## config.mk

```make
export PLATFORM = sky130hd
export DESIGN_NAME = lsu_mem_ctrl_flat
export DESIGN_NICKNAME = d
export VERILOG_FILES = /design/src/rtl/lsu_mem_ctrl_if.sv /design/src/rtl/lsu_mem_ctrl.sv /design/src/flat_wrapper.sv
export SDC_FILE = /design/constraint.sdc
export NUM_CORES = 1
export LEC_CHECK = 0
export CAP_MARGIN = 20
export CORE_UTILIZATION = 43
export CTS_CLUSTER_DIAMETER = 50
export DETAILED_ROUTE_END_ITERATION = 6
export PLACE_DENSITY = 0.78
export SYNTH_ARGS = -nofsm -noshare
export SYNTH_HDL_FRONTEND = slang
export SYNTH_SLANG_ARGS = --single-unit
```

## constraint.sdc

```tcl
create_clock -name clk -period 2.2 [get_ports clk]
set_input_delay 0.22 -clock clk [delete_from_list [all_inputs] [get_ports clk]]
set_output_delay 0.22 -clock clk [all_outputs]
set_load 0.005 [all_outputs]
```

## src/rtl/lsu_mem_ctrl_if.sv

```systemverilog
// ---------------------------------------------------------------------------
// lsu_mem_ctrl_if
// Request/acknowledge data-memory port used by the load/store unit.
//
// Signals:
//   mem_req    request pending; held until the cycle mem_ack is seen
//   mem_we     1 = write, 0 = read
//   mem_addr   word-aligned address
//   mem_be     byte-lane enables
//   mem_wdata  lane-replicated store data
//   mem_ack    memory completes the request this cycle
//   mem_rdata  read word, meaningful when mem_ack = 1
//
// Modports:
//   master  the load/store unit (drives the request side)
//   slave   the data memory (drives ack and read data)
// ---------------------------------------------------------------------------
interface lsu_mem_ctrl_if;

   logic        mem_req;
   logic        mem_we;
   logic [31:0] mem_addr;
   logic [3:0]  mem_be;
   logic [31:0] mem_wdata;
   logic        mem_ack;
   logic [31:0] mem_rdata;

   modport master (
      output mem_req,
      output mem_we,
      output mem_addr,
      output mem_be,
      output mem_wdata,
      input  mem_ack,
      input  mem_rdata
   );

   modport slave (
      input  mem_req,
      input  mem_we,
      input  mem_addr,
      input  mem_be,
      input  mem_wdata,
      output mem_ack,
      output mem_rdata
   );

endinterface

```

## src/rtl/lsu_mem_ctrl.sv

```systemverilog
// ---------------------------------------------------------------------------
// lsu_mem_ctrl
// Load/store execution unit. Decodes the 5-bit lsunit bus from the
// instruction decoder, issues one request on the data-memory port, aligns
// byte lanes and replicates store data, sign/zero-extends load data, and
// stalls the single-cycle core while the access is outstanding. A request
// that is not acknowledged within TIMEOUT cycles is aborted with bus_err.
//
// Ports:
//   clk       core clock, rising edge
//   rst_n     synchronous active-low reset
//   lsunit    [4] valid, [3] 1 = store / 0 = load, [2:0] funct3
//   addr      effective address from the ALU
//   st_data   rs2 value for stores
//   stall     holds PC/regfile write while the access is in progress
//   ld_data   extended load result, valid while ld_valid = 1
//   ld_valid  one-cycle pulse, load data ready
//   misalign  one-cycle pulse, misaligned or illegal funct3 access
//   bus_err   one-cycle pulse, mem_ack timeout
//   mem       data-memory port (master side)
// ---------------------------------------------------------------------------
module lsu_mem_ctrl #(
   parameter int TIMEOUT = 16,
   parameter int TW      = 5
) (
   input  logic                  clk,
   input  logic                  rst_n,
   input  logic [4:0]            lsunit,
   input  logic [31:0]           addr,
   input  logic [31:0]           st_data,
   output logic                  stall,
   output logic [31:0]           ld_data,
   output logic                  ld_valid,
   output logic                  misalign,
   output logic                  bus_err,
   lsu_mem_ctrl_if.master        mem
);

   typedef enum logic [1:0] {
      IDLE,
      BUSY,
      DONE
   } state_t;

   localparam logic [TW-1:0] CNT_LAST = TW'(TIMEOUT - 1);

   state_t        state_q, state_d;
   logic          req_q, req_d;
   logic          we_q, we_d;
   logic [31:0]   addr_q, addr_d;
   logic [3:0]    be_q, be_d;
   logic [31:0]   wdata_q, wdata_d;
   logic [31:0]   ld_data_q, ld_data_d;
   logic          ld_valid_q, ld_valid_d;
   logic          misalign_q, misalign_d;
   logic          bus_err_q, bus_err_d;
   logic [TW-1:0] cnt_q, cnt_d;
   logic [1:0]    lane_q, lane_d;
   logic [2:0]    f3_q, f3_d;

   logic [2:0]    f3;
   logic          is_store;
   logic          legal;
   logic          aligned;
   logic          start;
   logic [3:0]    issue_be;
   logic [31:0]   issue_wdata;
   logic [7:0]    rd_byte;
   logic [15:0]   rd_half;
   logic [31:0]   ld_ext;

   assign f3       = lsunit[2:0];
   assign is_store = lsunit[3];

   // Decode the access: which funct3 codes are legal for a load versus a
   // store, and whether the address is naturally aligned for the size.
   // funct3[1:0] encodes the size (byte, half, word) for both directions.
   always_comb begin
      legal   = 1'b0;
      aligned = 1'b0;
      case (f3)
         3'b000, 3'b001, 3'b010: legal = 1'b1;
         3'b100, 3'b101:         legal = !is_store;
         default:                legal = 1'b0;
      endcase
      case (f3[1:0])
         2'b00:   aligned = 1'b1;
         2'b01:   aligned = !addr[0];
         2'b10:   aligned = (addr[1:0] == 2'b00);
         default: aligned = 1'b0;
      endcase
   end

   assign start = lsunit[4] && legal && aligned;

   // Byte enables and replicated write data for the access being issued.
   // Replication lets the memory pick any enabled lane without a shifter.
   // Loads use the same enables but never put data on the write bus.
   always_comb begin
      issue_be    = 4'b1111;
      issue_wdata = 32'd0;
      case (f3[1:0])
         2'b00: begin
            issue_be    = 4'b0001 << addr[1:0];
            issue_wdata = {4{st_data[7:0]}};
         end
         2'b01: begin
            issue_be    = addr[1] ? 4'b1100 : 4'b0011;
            issue_wdata = {2{st_data[15:0]}};
         end
         default: begin
            issue_be    = 4'b1111;
            issue_wdata = st_data;
         end
      endcase
      if (!is_store) begin
         issue_wdata = 32'd0;
      end
   end

   // Pick the addressed byte or half out of the returned word using the
   // address bits latched at issue, then extend according to funct3.
   always_comb begin
      rd_byte = 8'd0;
      case (lane_q)
         2'd0: rd_byte = mem.mem_rdata[7:0];
         2'd1: rd_byte = mem.mem_rdata[15:8];
         2'd2: rd_byte = mem.mem_rdata[23:16];
         2'd3: rd_byte = mem.mem_rdata[31:24];
         default: rd_byte = 8'd0;
      endcase
      rd_half = lane_q[1] ? mem.mem_rdata[31:16] : mem.mem_rdata[15:0];
      case (f3_q)
         3'b000:  ld_ext = {{24{rd_byte[7]}}, rd_byte};
         3'b001:  ld_ext = {{16{rd_half[15]}}, rd_half};
         3'b100:  ld_ext = {24'd0, rd_byte};
         3'b101:  ld_ext = {16'd0, rd_half};
         default: ld_ext = mem.mem_rdata;
      endcase
   end

   // Next-state and next-output logic. Everything defaults to holding its
   // value except the pulse flags, which default low so they last exactly
   // one cycle. lsunit is only looked at in IDLE, so the instruction that
   // is retiring during DONE cannot be issued a second time. When ack and
   // the last timeout cycle coincide the ack branch is taken first.
   always_comb begin
      state_d    = state_q;
      req_d      = req_q;
      we_d       = we_q;
      addr_d     = addr_q;
      be_d       = be_q;
      wdata_d    = wdata_q;
      ld_data_d  = ld_data_q;
      ld_valid_d = 1'b0;
      misalign_d = 1'b0;
      bus_err_d  = 1'b0;
      cnt_d      = cnt_q;
      lane_d     = lane_q;
      f3_d       = f3_q;
      case (state_q)
         IDLE: begin
            if (start) begin
               state_d = BUSY;
               req_d   = 1'b1;
               we_d    = is_store;
               addr_d  = {addr[31:2], 2'b00};
               be_d    = issue_be;
               wdata_d = issue_wdata;
               lane_d  = addr[1:0];
               f3_d    = f3;
               cnt_d   = '0;
            end else if (lsunit[4]) begin
               misalign_d = 1'b1;
            end
         end
         BUSY: begin
            cnt_d = cnt_q + TW'(1);
            if (mem.mem_ack) begin
               req_d   = 1'b0;
               state_d = DONE;
               if (!we_q) begin
                  ld_data_d  = ld_ext;
                  ld_valid_d = 1'b1;
               end
            end else if (cnt_q == CNT_LAST) begin
               req_d     = 1'b0;
               bus_err_d = 1'b1;
               ld_data_d = 32'd0;
               state_d   = DONE;
            end
         end
         DONE: begin
            state_d = IDLE;
         end
         default: begin
            state_d = IDLE;
         end
      endcase
   end

   // State and output registers. Reset is synchronous and takes priority
   // over everything, including an access in flight, so a late ack after
   // reset finds the unit in IDLE and is ignored.
   always_ff @(posedge clk) begin
      if (!rst_n) begin
         state_q    <= IDLE;
         req_q      <= 1'b0;
         we_q       <= 1'b0;
         addr_q     <= 32'd0;
         be_q       <= 4'd0;
         wdata_q    <= 32'd0;
         ld_data_q  <= 32'd0;
         ld_valid_q <= 1'b0;
         misalign_q <= 1'b0;
         bus_err_q  <= 1'b0;
         cnt_q      <= '0;
         lane_q     <= 2'd0;
         f3_q       <= 3'd0;
      end else begin
         state_q    <= state_d;
         req_q      <= req_d;
         we_q       <= we_d;
         addr_q     <= addr_d;
         be_q       <= be_d;
         wdata_q    <= wdata_d;
         ld_data_q  <= ld_data_d;
         ld_valid_q <= ld_valid_d;
         misalign_q <= misalign_d;
         bus_err_q  <= bus_err_d;
         cnt_q      <= cnt_d;
         lane_q     <= lane_d;
         f3_q       <= f3_d;
      end
   end

   // Stall is combinational so the core freezes in the very cycle a legal
   // access is presented, and stays frozen until the access completes.
   assign stall = ((state_q == IDLE) && start) || (state_q == BUSY);

   assign mem.mem_req   = req_q;
   assign mem.mem_we    = we_q;
   assign mem.mem_addr  = addr_q;
   assign mem.mem_be    = be_q;
   assign mem.mem_wdata = wdata_q;
   assign ld_data       = ld_data_q;
   assign ld_valid      = ld_valid_q;
   assign misalign      = misalign_q;
   assign bus_err       = bus_err_q;

endmodule

```

## src/flat_wrapper.sv

```systemverilog
// flat-port wrapper written by rule: the top's interface ports become plain ports
module lsu_mem_ctrl_flat 
#(
   parameter int TIMEOUT = 16,
   parameter int TW      = 5
)
  (clk, rst_n, lsunit, addr, st_data, stall, ld_data, ld_valid, misalign, bus_err, mem_mem_req, mem_mem_we, mem_mem_addr, mem_mem_be, mem_mem_wdata, mem_mem_ack, mem_mem_rdata);
  lsu_mem_ctrl_if mem_i ();
  input  logic clk;
  input  logic rst_n;
  input  logic [4:0] lsunit;
  input  logic [31:0] addr;
  input  logic [31:0] st_data;
  output logic stall;
  output logic [31:0] ld_data;
  output logic ld_valid;
  output logic misalign;
  output logic bus_err;
  output wire logic [$bits(mem_i.mem_req)-1:0] mem_mem_req;
  output wire logic [$bits(mem_i.mem_we)-1:0] mem_mem_we;
  output wire logic [$bits(mem_i.mem_addr)-1:0] mem_mem_addr;
  output wire logic [$bits(mem_i.mem_be)-1:0] mem_mem_be;
  output wire logic [$bits(mem_i.mem_wdata)-1:0] mem_mem_wdata;
  input wire logic [$bits(mem_i.mem_ack)-1:0] mem_mem_ack;
  input wire logic [$bits(mem_i.mem_rdata)-1:0] mem_mem_rdata;
  assign mem_mem_req = mem_i.mem_req;
  assign mem_mem_we = mem_i.mem_we;
  assign mem_mem_addr = mem_i.mem_addr;
  assign mem_mem_be = mem_i.mem_be;
  assign mem_mem_wdata = mem_i.mem_wdata;
  assign mem_i.mem_ack = mem_mem_ack;
  assign mem_i.mem_rdata = mem_mem_rdata;
  lsu_mem_ctrl #(.TIMEOUT(TIMEOUT), .TW(TW)) u_core (.clk(clk), .rst_n(rst_n), .lsunit(lsunit), .addr(addr), .st_data(st_data), .stall(stall), .ld_data(ld_data), .ld_valid(ld_valid), .misalign(misalign), .bus_err(bus_err), .mem(mem_i));
endmodule
```

==> metrics.txt <==
Worst Clk Skew=0.00512 ns; vias post-DR=a little over 5000; largest family of logic cells by synthesized area=compound AO/OA/AOI/OAI gates; share of layout cells above drive strength 1=0.101; required time of the critical path=1.98 ns; Placed Area=7270 um2; detailed placement HPWL=11.0 mm; Pins Over Slew Limit=0; Critical Path End Type=output port; gr ovfl total=0; R2R cell count=8; Synth area leader=dfxtp_1; relative max-transition margin=0.431; FF-to-FF setup slack=0.26 ns; Total Die Area=around 12000 um2; Worst Hold Path EP=u_core.misalign$_SDFF_PP0_; routed len/inst=16.9 um; clock-pin slew on the worst setup and hold paths=0.05 ns; failing checks=DRC; DRC errors left=24; CTS Buffer Depth=2; initial DRC count=281; initial antenna violation count=0; area delta synth->final=56.2%; top cells by area, synth=dfxtp_1, nand3_1, o21ai_0, mux2i_1, o31ai_1; dpl cells=between 800 and 900; antenna-violating nets left=0; critical path type=input port to output port; MaxCap Viol Count=0; WP data arrival=1.90 ns; Synth top area share=0.451; Detailed Routing Iterations Pass 1=7; vias in the first global route=4936; Fin Setup TNS=0 ns; Yosys reg bits=115; fin crit share=0.962; maximum vdd drop=646 uV; Post-synth ARST share=0; Seq/Total Area, Yosys=0.451; Worst-Margin Slew=0.851 ns; Finished Layout Cells=919; Mean Syn Cell Area=around 8.9 um2; TritonCTS clock tree=built; Routed WL=15.5 mm; FF-to-FF Start=u_core.cnt_q[0]$_SDFFE_PN0P_; Total GRT Usage=0.256; largest net degree at the start of global routing=about 150; Synth Area in Adders=0.00490; Synth warnings=0; final worst path period need=2.12 ns; H-tree Lvls=4; post-cts gate resize count=0; Max Fclk=472 MHz; Clock Latency Late Sink=0.41 ns; Worst Hold Class=input port to flip-flop; final net count=869; worst hold slack=0.247 ns; post-synthesis cell count=572; port buffer count=207; distinct cell type count after synthesis=45; Post-synth EDFFs=0; Die Y-Extent=111 um; clock sinks=115; Core ar.=roughly 12000 um2; setup violators final=0; chip width=111 um; status=finished, violations left; proportion of synthesized area in mux cells=0.0718; hold-fix buffers at CTS=0; Min-Delay Path Depth=3; hold_sp=rst_n; gp weighted congestion=0.837; top-count cell post-synth=dfxtp_1; Cell Rows=39; Starting Density=0.444; most common library cells after synthesis=dfxtp_1, nand3_1, o21ai_0, nand2_1, a21oi_1; Static Leakage=around 2.9 nW; reg2reg end=u_core.ld_data[24]$_SDFFE_PN0P_; Num CTS Buffers=17; mapped cell area=5110 um2; Clock Tree Root=clkbuf_16; CP startpoint kind=input port; Via density=roughly 5.5; final hold viol count=0; post-CTS setup buffer count=0; IO Pins=210; ys flop type=dfxtp_1; Cell Pwr Density=766 nW/um2; Compound-Gate Fraction of Synth Area=0.233; worst-path fanout max=6; Synth Area in Simple Gates=0.178; post-layout instance area=7980 um2; Power, Total=6.11 mW; global-route wire length before repair=25.0 mm; xor/xnor share of the synthesized area=0; n_diodes=0
[layout make-up]
cell class                 count  area [um2]
inverter                       7        26.3
clock inverter                 8         168
clock buffer                  24         522
sequential                   115        2300
tap                          143         179
timing repair buffer         227        2260
multi-input combinational    395        2520
fill                         910        3540
[state kept, by name, indices dropped and copies added (netlist names)]
signal,count
u_core.mem.mem_be,4
u_core.mem.mem_wdata,32
u_core.mem.mem_we,1
u_core.f3_q,3
u_core.cnt_q,5
u_core.bus_err,1
u_core.ld_data,32
u_core.ld_valid,1
u_core.state_q,2
u_core.lane_q,2
u_core.mem.mem_req,1
u_core.misalign,1
u_core.mem.mem_addr,30
[kinds of logic (layout without fill, tap and decap cells)]
family                     count (synthesis)  in the layout
adders and majority gates                  2              2
muxes                                     35             35
buffers and inverters                     63            266
DFF                                      115            115
AOI/OAI and AO/OA                        173            173
other                                      1              2
and+or+nand+nor                          183            183
[layer usage]
metal  track usage  part of all wire  vias to the layer above
li1              -                 -                     2487
met1         0.298              0.42                     2356
met2         0.410              0.47                      208
met3        0.0962             0.082                       29
met4         0.131             0.028                        0
met5             0                 0                        -
[worst max path at each step]
stage | depth (start not counted) | slack, ns | end | startpoint
6_report | 6 | 0.08 | stall | addr[0]
5_1_grt | 6 | -0.02 | stall | addr[0]
4_1_cts | 5 | 0.08 | stall | lsunit[0]
3_5_place_dp | 5 | 0.08 | stall | lsunit[0]
3_3_place_gp | 5 | 0.10 | stall | lsunit[3]
2_1_floorplan | 8 | 0.36 | u_core.ld_data[27]$_SDFFE_PN0P_ | u_core.cnt_q[0]$_SDFFE_PN0P_
[where the power goes]
part / switching [mW] / internal (mW)
logic: 0.330 / 0.407
clock network: 0.951 / 2.22
registers: 0.0468 / 2.16
[cell usage in the layout, fill, tap and decap left out, drive strengths merged, types with 3 or more instances in the layout]
| master | instances |
|---|---|
| nor3 | 3 |
| o21a | 3 |
| and3b | 7 |
| inv | 5 |
| mux2i | 25 |
| o2bb2ai | 7 |
| clkdlybuf4s50 | 206 |
| clkbuf | 24 |
| or3 | 7 |
| mux2 | 10 |
| nor2b | 6 |
| buf | 21 |
| a32o | 8 |
| nand3 | 85 |
| nand2 | 41 |
| nor2 | 18 |
| o31ai | 26 |
| clkinv | 4 |
| a21oi | 32 |
| bufinv | 5 |
| a221o | 16 |
| dfxtp | 115 |
| o21ai | 65 |
| nand2b | 10 |
| a211o | 6 |
[metrics by stage]
stage          utilization  setup WS [ns]
6_report             0.693         0.0827
2_1_floorplan            -          0.361
3_3_place_gp         0.631          0.101
3_5_place_dp         0.631         0.0820
5_1_grt              0.693        -0.0190
4_1_cts              0.691         0.0780
[worst max-delay path, cell delays in order]
cell and delay (ns):
clkdlybuf4s50_1 0.55, nor4_2 0.27, buf_4 0.17, o21ai_4 0.06, nand2_1 0.10, clkdlybuf4s50_1 0.52
Power figures use the tool's default switching activity.
